### src/rtl/run_det_pkg.sv
// ----------------------------------------------------------------------------
// run_det_pkg
// Shared definitions for the run detector:
//   run_state_t  - FSM state encoding (IDLE: no bit history, RUN: tracking).
//   MIN_RUN_LEN  - smallest legal run length.
//   MAX_RUN_LEN  - largest legal run length.
//   len_width()  - width of the run-length register for a given RUN_LEN.
// ----------------------------------------------------------------------------
package run_det_pkg;

  typedef enum logic {
    IDLE = 1'b0,
    RUN  = 1'b1
  } run_state_t;

  localparam int MIN_RUN_LEN = 2;
  localparam int MAX_RUN_LEN = 16;

  // The length register must hold values 0..run_len inclusive.
  function automatic int len_width(input int run_len);
    return $clog2(run_len + 1);
  endfunction

endpackage

### src/rtl/run_detector.sv
// ----------------------------------------------------------------------------
// run_detector
// Detects runs of RUN_LEN consecutive identical bits on a qualified serial
// input, in either overlapping or non-overlapping mode, with Mealy- or
// Moore-style output timing.
//
// Parameters:
//   RUN_LEN  number of identical bits forming a detection (2..16)
//   MEALY    1: outp one cycle after the accepting sample
//            0: outp two cycles after the accepting sample
//   CNT_W    width of the detection counter
//
// Ports:
//   clk      rising-edge clock
//   rst      asynchronous, active-high reset
//   inp      serial data bit, sampled when en=1
//   en       sample qualifier
//   overlap  1: overlapping detection, 0: restart after each detection
//   clear    synchronous clear of det_cnt (wins over a coincident hit)
//   outp     one-cycle detection pulse
//   run_val  bit value of the most recently detected run
//   det_cnt  saturating detection count
//
// Build option:
//   RUN_DETECTOR_CNT_EN  when defined, det_cnt counts hits and clear is
//                        honoured; when undefined, det_cnt is tied to zero,
//                        no counter flops exist and clear is ignored.
// ----------------------------------------------------------------------------
module run_detector
  import run_det_pkg::*;
#(
  parameter int RUN_LEN = 2,
  parameter int MEALY   = 1,
  parameter int CNT_W   = 8
) (
  input  logic             clk,
  input  logic             rst,
  input  logic             inp,
  input  logic             en,
  input  logic             overlap,
  input  logic             clear,
  output logic             outp,
  output logic             run_val,
  output logic [CNT_W-1:0] det_cnt
);

  localparam int                LEN_W     = len_width(RUN_LEN);
  localparam logic [LEN_W-1:0]  LEN_ONE   = LEN_W'(1);
  localparam logic [LEN_W-1:0]  LEN_MAX   = LEN_W'(RUN_LEN);
  localparam logic [LEN_W:0]    LEN_MAX_X = (LEN_W + 1)'(RUN_LEN);

  // Elaboration-time parameter checks.
  generate
    if (RUN_LEN < MIN_RUN_LEN || RUN_LEN > MAX_RUN_LEN) begin : g_bad_run_len
      $error("run_detector: RUN_LEN must be within 2..16");
    end
    if (MEALY != 0 && MEALY != 1) begin : g_bad_mealy
      $error("run_detector: MEALY must be 0 or 1");
    end
    if (CNT_W < 1) begin : g_bad_cnt_w
      $error("run_detector: CNT_W must be at least 1");
    end
  endgenerate

  run_state_t       r_state;
  logic             r_last;
  logic [LEN_W-1:0] r_len;
  logic             r_det;
  logic             r_outp;
  logic             r_run_val;

  logic             w_match;
  logic             w_hit;
  logic [LEN_W:0]   w_len_p1;
  logic [LEN_W-1:0] w_len_nxt;

  // A hit is a matching sample that brings the run to RUN_LEN. The extra bit
  // on w_len_p1 keeps len+1 exact when len is already saturated.
  always_comb begin
    w_match   = (r_state == RUN) && en && (inp == r_last);
    w_len_p1  = (LEN_W + 1)'(r_len) + (LEN_W + 1)'(1);
    w_hit     = w_match && (w_len_p1 >= LEN_MAX_X);
    w_len_nxt = w_hit ? LEN_MAX : w_len_p1[LEN_W-1:0];
  end

  always_ff @(posedge clk or posedge rst) begin
    if (rst) begin
      r_state   <= IDLE;
      r_last    <= 1'b0;
      r_len     <= '0;
      r_det     <= 1'b0;
      r_outp    <= 1'b0;
      r_run_val <= 1'b0;
    end else begin
      // Moore timing goes through the DET flag, adding one cycle.
      r_det  <= w_hit;
      r_outp <= (MEALY != 0) ? w_hit : r_det;
      if (w_hit) begin
        r_run_val <= r_last;
      end

      if (en) begin
        case (r_state)
          IDLE: begin
            r_state <= RUN;
            r_last  <= inp;
            r_len   <= LEN_ONE;
          end
          RUN: begin
            if (inp != r_last) begin
              r_last <= inp;
              r_len  <= LEN_ONE;
            end else if (w_hit && !overlap) begin
              // Non-overlapping: forget the run so the next one starts fresh.
              r_state <= IDLE;
              r_len   <= '0;
            end else begin
              r_len <= w_len_nxt;
            end
          end
        endcase
      end
    end
  end

  assign outp    = r_outp;
  assign run_val = r_run_val;

`ifdef RUN_DETECTOR_CNT_EN
  logic [CNT_W-1:0] r_cnt;

  // Clear wins over a coincident hit; the count sticks at all-ones.
  always_ff @(posedge clk or posedge rst) begin
    if (rst) begin
      r_cnt <= '0;
    end else if (clear) begin
      r_cnt <= '0;
    end else if (w_hit && (r_cnt != {CNT_W{1'b1}})) begin
      r_cnt <= r_cnt + CNT_W'(1);
    end
  end

  assign det_cnt = r_cnt;
`else
  logic w_unused_clear;
  assign w_unused_clear = clear;
  assign det_cnt        = '0;
`endif

endmodule

### config.mk
export PLATFORM = sky130hd
export DESIGN_NAME = run_detector
export DESIGN_NICKNAME = d
export VERILOG_FILES = /design/src/rtl/run_det_pkg.sv /design/src/rtl/run_detector.sv
export SDC_FILE = /design/constraint.sdc
export NUM_CORES = 1
export LEC_CHECK = 0
export BUFFER_PORTS_ARGS = -buffer_cell sky130_fd_sc_hd__buf_4
export CAP_MARGIN = 20
export CORE_AREA = 2 2 39 41
export DETAILED_ROUTE_END_ITERATION = 8
export DIE_AREA = 0 0 41 43
export REMOVE_ABC_BUFFERS = 1
export SYNTH_ARGS = -nofsm -noshare
export SYNTH_HDL_FRONTEND = slang
export SYNTH_SLANG_ARGS = --single-unit
### constraint.sdc
create_clock -name clk -period 1.4 [get_ports clk]
set_clock_uncertainty 0.15 [all_clocks]
set_input_delay 0.21 -clock clk [delete_from_list [all_inputs] [get_ports clk]]
set_output_delay 0.21 -clock clk [all_outputs]
set_load 0.01 [all_outputs]
; After elaboration in Yosys (flattened, before gate mapping)
; Index checks and enable logic that the tools add are counted.
[classes]
n_addsub = 1
multipliers = 0
div = 0
n_lt_le_gt_ge = 1
eq_ne = 3
shifts = 0
muxes = 9
bitwise_logic = 1
reduce_logical = 6
[op_table]
columns = operator, n
row1 = $mux 2, 3
row2 = $logic_and 1x1->1, 4
row3 = $pmux 1 s2, 2
row4 = $pmux 2 s2, 1
row5 = $add 2x1->3 const B, 1
row6 = $ge 3x2->1 const B, 1
row7 = $mux 1, 3
row8 = $ne 2x1->1 const B, 1
row9 = $reduce_and 2->1, 1
row10 = $eq 1x1->1, 1
row11 = $logic_not 1->1, 1
row12 = $ne 1x1->1, 1
row13 = $not 1->1, 1
[totals]
regBits = 6
latchBits = 0
mem_bits_rw = 0
romBits = 0
out_inout_bits = 10
wordCells = 26
mem_count = 0

; Logic depth before layout (Yosys ltp)
; Gate-level depths: netlist of the first run.
[depth]
depth_word = 7
mapped_depth = 5
mapped_depth_nobuf = 5

; Worst setup path after synthesis of the first run
; No wires, ideal clock.
[synth_timing]
path_type = reg-to-reg
startpoint = reg r_len[0]
endpoint = reg r_run_val (netlist: run_val)
setup_ps = 128
arrival_time_ps = 1079
required_time_ps = 1122
slack_ps = 43
stages_incl_launch_ff = 6
path_cell_list = dfrtp_1 inv_1 ha_1 inv_1 nand4_1 mux2_1
[synth_via]
elab_chain_len = 3
[synth_lines]
columns = item, line_no
row1 = start: declaration, run_detector.sv:67  ; logic [LEN_W-1:0] r_len;
row2 = start signal: assignment, run_detector.sv:118  ; r_len <= w_len_nxt;
row3 = $add 2x1->3, run_detector.sv:81  ; w_len_p1 = (LEN_W + 1)'(r_len) + (LEN_W + 1)'(1);
row4 = $ge 3x2->1, run_detector.sv:82  ; w_hit = w_match && (w_len_p1 >= LEN_MAX_X);
row5 = $logic_and 1x1->1, run_detector.sv:82
row6 = end signal: assignment, run_detector.sv:99  ; r_run_val <= r_last;
row7 = end: declaration, run_detector.sv:70  ; logic r_run_val;
; No other way between the ends.
; A chain may end at the register's enable or synchronous reset.

; Worst setup path after layout of the first run
[layout_timing]
startpoint = reg r_len[1]
endpoint = reg r_run_val (netlist: run_val)
; Same word-level chain as after synthesis.

==> reports/qor.json, run 1 <==
{
  "hold_slack": {"value": 61.0, "unit": "ps"},
  "hold_start": {"value": "overlap"},
  "clkTransAtPathRegs": {"value": 50, "unit": "ps"},
  "die_x": {"value": 41, "unit": "um"},
  "start_util": {"value": 0.239},
  "global_route.usage.met2": {"value": 0.128},
  "reg2reg_setup_slack": {"value": 60, "unit": "ps"},
  "clock_root_cell": {"value": "clkbuf_4"},
  "maxCapViolations": {"value": 0},
  "maximum_count_of_clock_buffers_along_a_single_path": {"value": 2},
  "hold_end": {"value": "r_state"},
  "reg2reg_from": {"value": "r_len[1]"},
  "yosysTopAreaCell": {"value": "dfrtp_1"},
  "power.leakage": {"value": 0.225, "unit": "nW"},
  "clk_latency": {"value": 240, "unit": "ps"},
  "layout-area-overhead-vs-synth": {"value": 29.2, "unit": "%"},
  "unrepaired_setup_endpoints_after_global_routing": {"value": "no"},
  "rr_worst_depth": {"value": 5},
  "worst-path-max-fanout": {"value": 2},
  "timing_max_transition_violations_final": {"value": 0},
  "tritoncts": {"value": "yes"},
  "number_of_h_tree_levels": {"value": 1},
  "final_min_period_over_clock_period": {"value": 0.957},
  "post-dp-hpwl": {"value": 431, "unit": "um"},
  "holdCritPathClass": {"value": "primary input to register"},
  "worstSetupPathType": {"value": "register to register"},
  "synthTopCellsByArea": {"value": "dfrtp_1 (45%), buf_4 (18%), mux2_1 (10%), inv_1 (5.7%), o22a_1 (5.3%)"},
  "ios": {"value": 16},
  "synthesis.yosys.warnings": {"value": 0},
  "finish.net_count": {"value": 52},
  "first_pass_grt_wire_length": {"value": 917, "unit": "um"},
  "grt_max_degree": {"value": 8},
  "worstPathArrival": {"value": 1320, "unit": "ps"},
  "setup_violations": {"value": 0},
  "antenna_cells_inserted": {"value": 0},
  "dieHeight": {"value": 43, "unit": "um"},
  "antenna_violations_before_repair": {"value": 0},
  "timing_hold_violations_final": {"value": 0},
  "vias_per_cell": {"value": 3.75},
  "syn_inst": {"value": 32},
  "achievable-frequency": {"value": 0.746, "unit": "GHz"},
  "vias": {"value": 221},
  "seq_area_frac_synth": {"value": 0.455},
  "globalRoute.busiestLayer": {"value": "met2"},
  "grt_remaining_overflow": {"value": 0},
  "use_met1": {"value": 0.0752},
  "cts_num_sinks": {"value": 6},
  "drtPass1Iterations": {"value": 2},
  "ir_drop": {"value": 339, "unit": "uV"},
  "routed_wirelength": {"value": 544, "unit": "um"},
  "finalPower": {"value": 0.589, "unit": "mW"},
  "design.core.area": {"value": 0.00138, "unit": "sq mm"},
  "share_of_post_route_cells_with_drive_strength_above_1": {"value": 0.395},
  "synth_seq_cells": {"value": 6},
  "synth.top_cell.area_share": {"value": 0.455},
  "cts-buffers-inserted": {"value": 3},
  "syn_area": {"value": 330, "unit": "sq um"},
  "crit-reg2reg-capture": {"value": "run_val"},
  "critPathLaunchType": {"value": "register"},
  "power_density": {"value": 1380, "unit": "mW/mm^2"},
  "required": {"value": 1380, "unit": "ps"},
  "setup_total_negative_slack": {"value": 0, "unit": "ps"},
  "num_rows": {"value": 14},
  "status": {"value": "complete, no violations"},
  "die_area": {"value": 0.00176, "unit": "sq mm"},
  "period_minus_slack": {"value": 1340, "unit": "ps"},
  "hold_path_depth": {"value": 2},
  "remaining_drc_errors": {"value": 0},
  "grt_usage": {"value": 0.0888},
  "drt-initial-drc-count": {"value": 1},
  "routability_congestion": {"value": 0.625},
  "via_count_of_the_first_global_routing_pass": {"value": 230},
  "post_drt_wl_per_cell": {"value": 9.22, "unit": "um"},
  "synth_area_per_cell": {"value": 10.3, "unit": "sq um"},
  "synth.lib_cells_used.distinct": {"value": 12},
  "antenna_violating_nets_post_route": {"value": 0},
  "io_buffer_count": {"value": 6},
  "use_met3": {"value": 0.0628},
  "layout.cells.most_common_list": {"value": "conb_1 (8), buf_4 (8), dfrtp_1 (6)"},
  "worstSetupEndpointType": {"value": "register"}
}
## what timing repair did
item | 4_1_cts | 5_1_grt
hold endpoints to repair | 6 | 0
endpoints found under the setup margin | 1 | 3
setup buffers | 0 | 1
resized for setup | 0 | 6
pin swaps | 1 | 3
hold buffers | 1 | 0
## flip-flops by register name, indices dropped and copies added, names as in the netlist
register  flops
run_val       1
r_len         2
outp          1
r_state       1
r_last        1
## layout make-up
| type | instances | area, sq um |
|---|---|---|
| inverter | 5 | 18.8 |
| fill | 159 | 957 |
| clock buffer | 3 | 22.5 |
| sequential | 6 | 150 |
| timing repair buffer | 9 | 70.1 |
| multi-input combinational | 20 | 145 |
| tap | 16 | 20.0 |
## worst max-delay path, cell delays in order (launching register included)
cell and delay (ps):
dfrtp_1 370, inv_2 60, ha_2 200, inv_2 40, nand4_1 100, mux2_4 310
## cells in the mapped netlist
master,number
nand2_1,2
o22a_1,2
o22ai_1,1
mux2_1,3
ha_1,1
dfrtp_1,6
buf_4,8
conb_1,1
inv_1,5
nand4_1,1
xnor2_1,1
o21ai_0,1
## routing by layer
layer / up-vias / share of wire / wire (um)
met1: 104 / 0.34 / 184
met2: 7 / 0.59 / 321
met3: 0 / 0.068 / 37
li1: 110 / - / -
met5: - / 0 / 0
met4: 0 / 0 / 0
## worst max-delay path by stage
stage | to | startpoint | cells after the start | slack, ps
after global placement | run_val | r_len[0] | 5 | 20
after global routing | r_state | r_len[0] | 6 | 5
after CTS | run_val | r_len[0] | 5 | 20
final | run_val | r_len[1] | 5 | 60
after detailed placement | run_val | r_len[0] | 5 | 2
after floorplan | run_val | r_len[0] | 5 | 40
## kinds of logic after synthesis
family | count (synthesis) | share of synthesized area
buffers and inverters | 13 | 0.239
DFF | 6 | 0.455
AOI/OAI and AO/OA | 4 | 0.0871
muxes | 3 | 0.102
and+or+nand+nor | 3 | 0.0417
adders and majority gates | 1 | 0.0379
other | 1 | 0.0114
xor gates and xnor gates | 1 | 0.0265
## stage by stage
step / cells / worst slack (ps) / instance area [sq um] / util
2_1_floorplan: 31 / 43.2 / 297 / -
3_3_place_gp: 54 / 17.8 / 369 / 0.267
3_5_place_dp: 54 / 2.44 / 369 / 0.267
4_1_cts: 58 / 15.8 / 402 / 0.290
5_1_grt: 59 / 5.43 / 427 / 0.308
6_report: 59 / 60.1 / 427 / 0.308
## power by group
group          leakage [nW]  switching, mW  internal [mW]  total [mW]
Combinational         0.141         0.0801          0.114       0.194
Sequential           0.0703         0.0227          0.212       0.235
Clock                0.0138         0.0628         0.0970       0.160
Total                 0.225          0.166          0.423       0.589
Note: power is estimated with default switching activity, not from simulation.
==> run 2, diff against run 1 <==
--- a/config.mk
+++ b/config.mk
@@ -10,6 +10,7 @@
 export CORE_AREA = 2 2 39 41
 export DETAILED_ROUTE_END_ITERATION = 8
 export DIE_AREA = 0 0 41 43
+export RECOVER_POWER = 100
 export REMOVE_ABC_BUFFERS = 1
 export SYNTH_ARGS = -nofsm -noshare
 export SYNTH_HDL_FRONTEND = slang
==> run 2 against run 1 <==
Flip-flop and latch count stayed put. Cell area decreased by 2.6%. Core utilization down 0.81 points. Largest power group unchanged. Register-to-register slack hardly changed. Highest routed layer unchanged. Non-clock buffer count stayed put. Total power shrank 5.1%. Combinational power is 15% lower. Global-route usage stayed put. Maximum frequency shrank 0.29%.
==> reports/qor.json, run 2 (synthesized netlist as in run 1, its figures left out) <==
{
  "antenna_cells_inserted": {"value": 0, "change": "unchanged"},
  "timing_hold_violations_final": {"value": 0, "change": "unchanged"},
  "die_x": {"value": 41, "unit": "um", "change": "unchanged"},
  "ios": {"value": 16, "change": "unchanged"},
  "cts-buffers-inserted": {"value": 3, "change": "unchanged"},
  "power.leakage": {"value": 0.213, "unit": "nW", "change": "was 0.225 nW"},
  "vias_per_cell": {"value": 3.75, "change": "unchanged"},
  "status": {"value": "complete, no violations", "change": "unchanged"},
  "clk_latency": {"value": 240, "unit": "ps", "change": "about the same"},
  "num-fill-cells": {"value": 161, "change": "was 159"},
  "grt_usage": {"value": 0.0888, "change": "unchanged"},
  "unrepaired_setup_endpoints_after_global_routing": {"value": "no", "change": "unchanged"},
  "timing.critical_path.cells": {"value": "inv_2, ha_2, inv_2, nand4_1, mux2_1", "change": "was inv_2, ha_2, inv_2, nand4_1, mux2_4"},
  "worstSetupEndpointType": {"value": "register", "change": "unchanged"},
  "grt_remaining_overflow": {"value": 0, "change": "unchanged"},
  "timing_max_transition_violations_final": {"value": 0, "change": "unchanged"},
  "holdCritPathClass": {"value": "primary input to register", "change": "unchanged"},
  "required": {"value": 1380, "unit": "ps", "change": "about the same"},
  "worstPathArrival": {"value": 1320, "unit": "ps", "change": "about the same"},
  "share_of_post_route_cells_with_drive_strength_above_1": {"value": 0.326, "change": "was 0.395"},
  "finalPower": {"value": 0.559, "unit": "mW", "change": "was 0.589 mW"},
  "maxCapViolations": {"value": 0, "change": "unchanged"},
  "power_density": {"value": 1340, "unit": "mW/mm^2", "change": "was 1380 mW/mm^2"},
  "worst-path-max-fanout": {"value": 2, "change": "unchanged"},
  "die_area": {"value": 0.00176, "unit": "sq mm", "change": "unchanged"},
  "max_reg_flops": {"value": 2, "change": "unchanged"},
  "critical-path-max-stage-delay": {"value": 370, "unit": "ps", "change": "about the same"},
  "num_rows": {"value": 14, "change": "unchanged"},
  "io_buffer_count": {"value": 6, "change": "unchanged"},
  "dieHeight": {"value": 43, "unit": "um", "change": "unchanged"},
  "routed_wirelength": {"value": 538, "unit": "um", "change": "was 544 um"},
  "maximum_count_of_clock_buffers_along_a_single_path": {"value": 2, "change": "unchanged"},
  "layout-area-overhead-vs-synth": {"value": 25.8, "unit": "%", "change": "was 29.2%"},
  "setup_violations": {"value": 0, "change": "unchanged"},
  "first_pass_grt_wire_length": {"value": 917, "unit": "um", "change": "unchanged"},
  "via_count_of_the_first_global_routing_pass": {"value": 230, "change": "unchanged"},
  "grt_max_degree": {"value": 8, "change": "unchanged"},
  "drt-initial-drc-count": {"value": 1, "change": "unchanged"},
  "antenna_violations_before_repair": {"value": 0, "change": "unchanged"},
  "period_minus_slack": {"value": 1340, "unit": "ps", "change": "about the same"},
  "regMostFlops": {"value": "r_len", "change": "unchanged"},
  "final_min_period_over_clock_period": {"value": 0.960, "change": "was 0.957"},
  "finish.net_count": {"value": 52, "change": "unchanged"},
  "routability_congestion": {"value": 0.625, "change": "unchanged"},
  "cpMostUsedCell": {"value": "inv_2", "change": "unchanged"},
  "crit_slowest_cell": {"value": "dfrtp_1", "change": "unchanged"},
  "number_of_h_tree_levels": {"value": 1, "change": "unchanged"},
  "critPathLaunchType": {"value": "register", "change": "unchanged"},
  "layout.cells.most_common_list": {"value": "conb_1 (8), dfrtp_1 (6), buf_4 (5)", "change": "was conb_1 (8), buf_4 (8), dfrtp_1 (6)"},
  "tritoncts": {"value": "yes", "change": "unchanged"},
  "design.core.area": {"value": 0.00138, "unit": "sq mm", "change": "unchanged"},
  "cts_num_sinks": {"value": 6, "change": "unchanged"},
  "ir_drop": {"value": 335, "unit": "uV", "change": "was 339 uV"},
  "remaining_drc_errors": {"value": 0, "change": "unchanged"},
  "drtPass1Iterations": {"value": 2, "change": "unchanged"},
  "post_drt_wl_per_cell": {"value": 9.12, "unit": "um", "change": "was 9.22 um"},
  "antenna_violating_nets_post_route": {"value": 0, "change": "unchanged"},
  "most_common_library_cell_in_the_layout_ignoring_fill_and_taps": {"value": "conb_1"},
  "worstSetupPathType": {"value": "register to register", "change": "unchanged"},
  "clock_root_cell": {"value": "clkbuf_4", "change": "unchanged"},
  "achievable-frequency": {"value": 0.744, "unit": "GHz", "change": "was 0.746 GHz"},
  "start_util": {"value": 0.239, "change": "unchanged"},
  "setup_total_negative_slack": {"value": 0, "unit": "ps", "change": "unchanged"},
  "post-dp-hpwl": {"value": 431, "unit": "um", "change": "unchanged"},
  "clkTransAtPathRegs": {"value": 50, "unit": "ps", "change": "about the same"},
  "vias": {"value": 221, "change": "unchanged"}
}
## run 2: cell count changes in the layout (fill, tap and decap cells not counted), sizes merged
cell / before / now
buf: 8 / 5
clkbuf: 3 / 6
## run 2: per-layer routing
metal	routed length, um	global-route usage	vias to the layer above
met4	0	0.0800	0
met1	180	0.0752	104
met5	0	0	-
li1	-	-	110
met2	319	0.128	7
met3	39	0.0628	0
## run 2: cell type report
cell class              instances  area [sq um]  share of cell area
inverters                       5          18.8              0.0452
clock buffers                   3          22.5              0.0542
repair buffers                  9          62.6               0.151
multi-input cells              20           141               0.340
flip-flops and latches          6           150               0.361
well taps                      16          20.0              0.0482
## run 2: per-stage QoR
step / setup WS, ps / area (sq um) / cells / util / hold slack, ps
2_1_floorplan: 43.2 / 297 / 31 / - / -149
5_1_grt: 6.74 / 415 / 59 / 0.300 / 61.6
3_5_place_dp: 2.44 / 369 / 54 / 0.267 / -5.87
4_1_cts: 15.8 / 402 / 58 / 0.290 / 52.4
6_report: 56.2 / 415 / 59 / 0.300 / 61.0
3_3_place_gp: 17.8 / 369 / 54 / 0.267 / -3.55
## run 2: worst paths after layout
kind / from / to / slack [ps] / cells after the start
worst max register to register: r_len[1] / run_val / 60 / 5
min in group asynchronous: rst / r_state / 290 / 3
max in group asynchronous: rst / outp / 620 / 3
worst min-delay path: overlap / r_state / 60 / 2
worst max-delay path: r_len[1] / run_val / 60 / 5
worst min register to register: run_val / run_val / 340 / 1
## run 2: repair_timing
item,4_1_cts,5_1_grt
pin swaps,1,3
gates resized for setup,0,6
hold endpoints to repair,6,0
endpoints found under the setup margin,1,3
cloned,0,0
hold buffers,1,0
setup buffers,0,1
## run 2: power by group
group          switching, mW  leakage [nW]  internal (mW)  total [mW]
clock                 0.0628        0.0138         0.0970       0.160
combinational         0.0788         0.128         0.0865       0.165
sequential            0.0213        0.0703          0.212       0.234
total                  0.163         0.213          0.396       0.559
## run 2: critical path: cells and delay by family (launching register included)
| kind | cells | cell delay, ps |
|---|---|---|
| adders and majority gates | 1 | 200 |
| buffers and inverters | 2 | 100 |
| DFF | 1 | 370 |
| muxes | 1 | 320 |
| and+or+nand+nor | 1 | 90 |
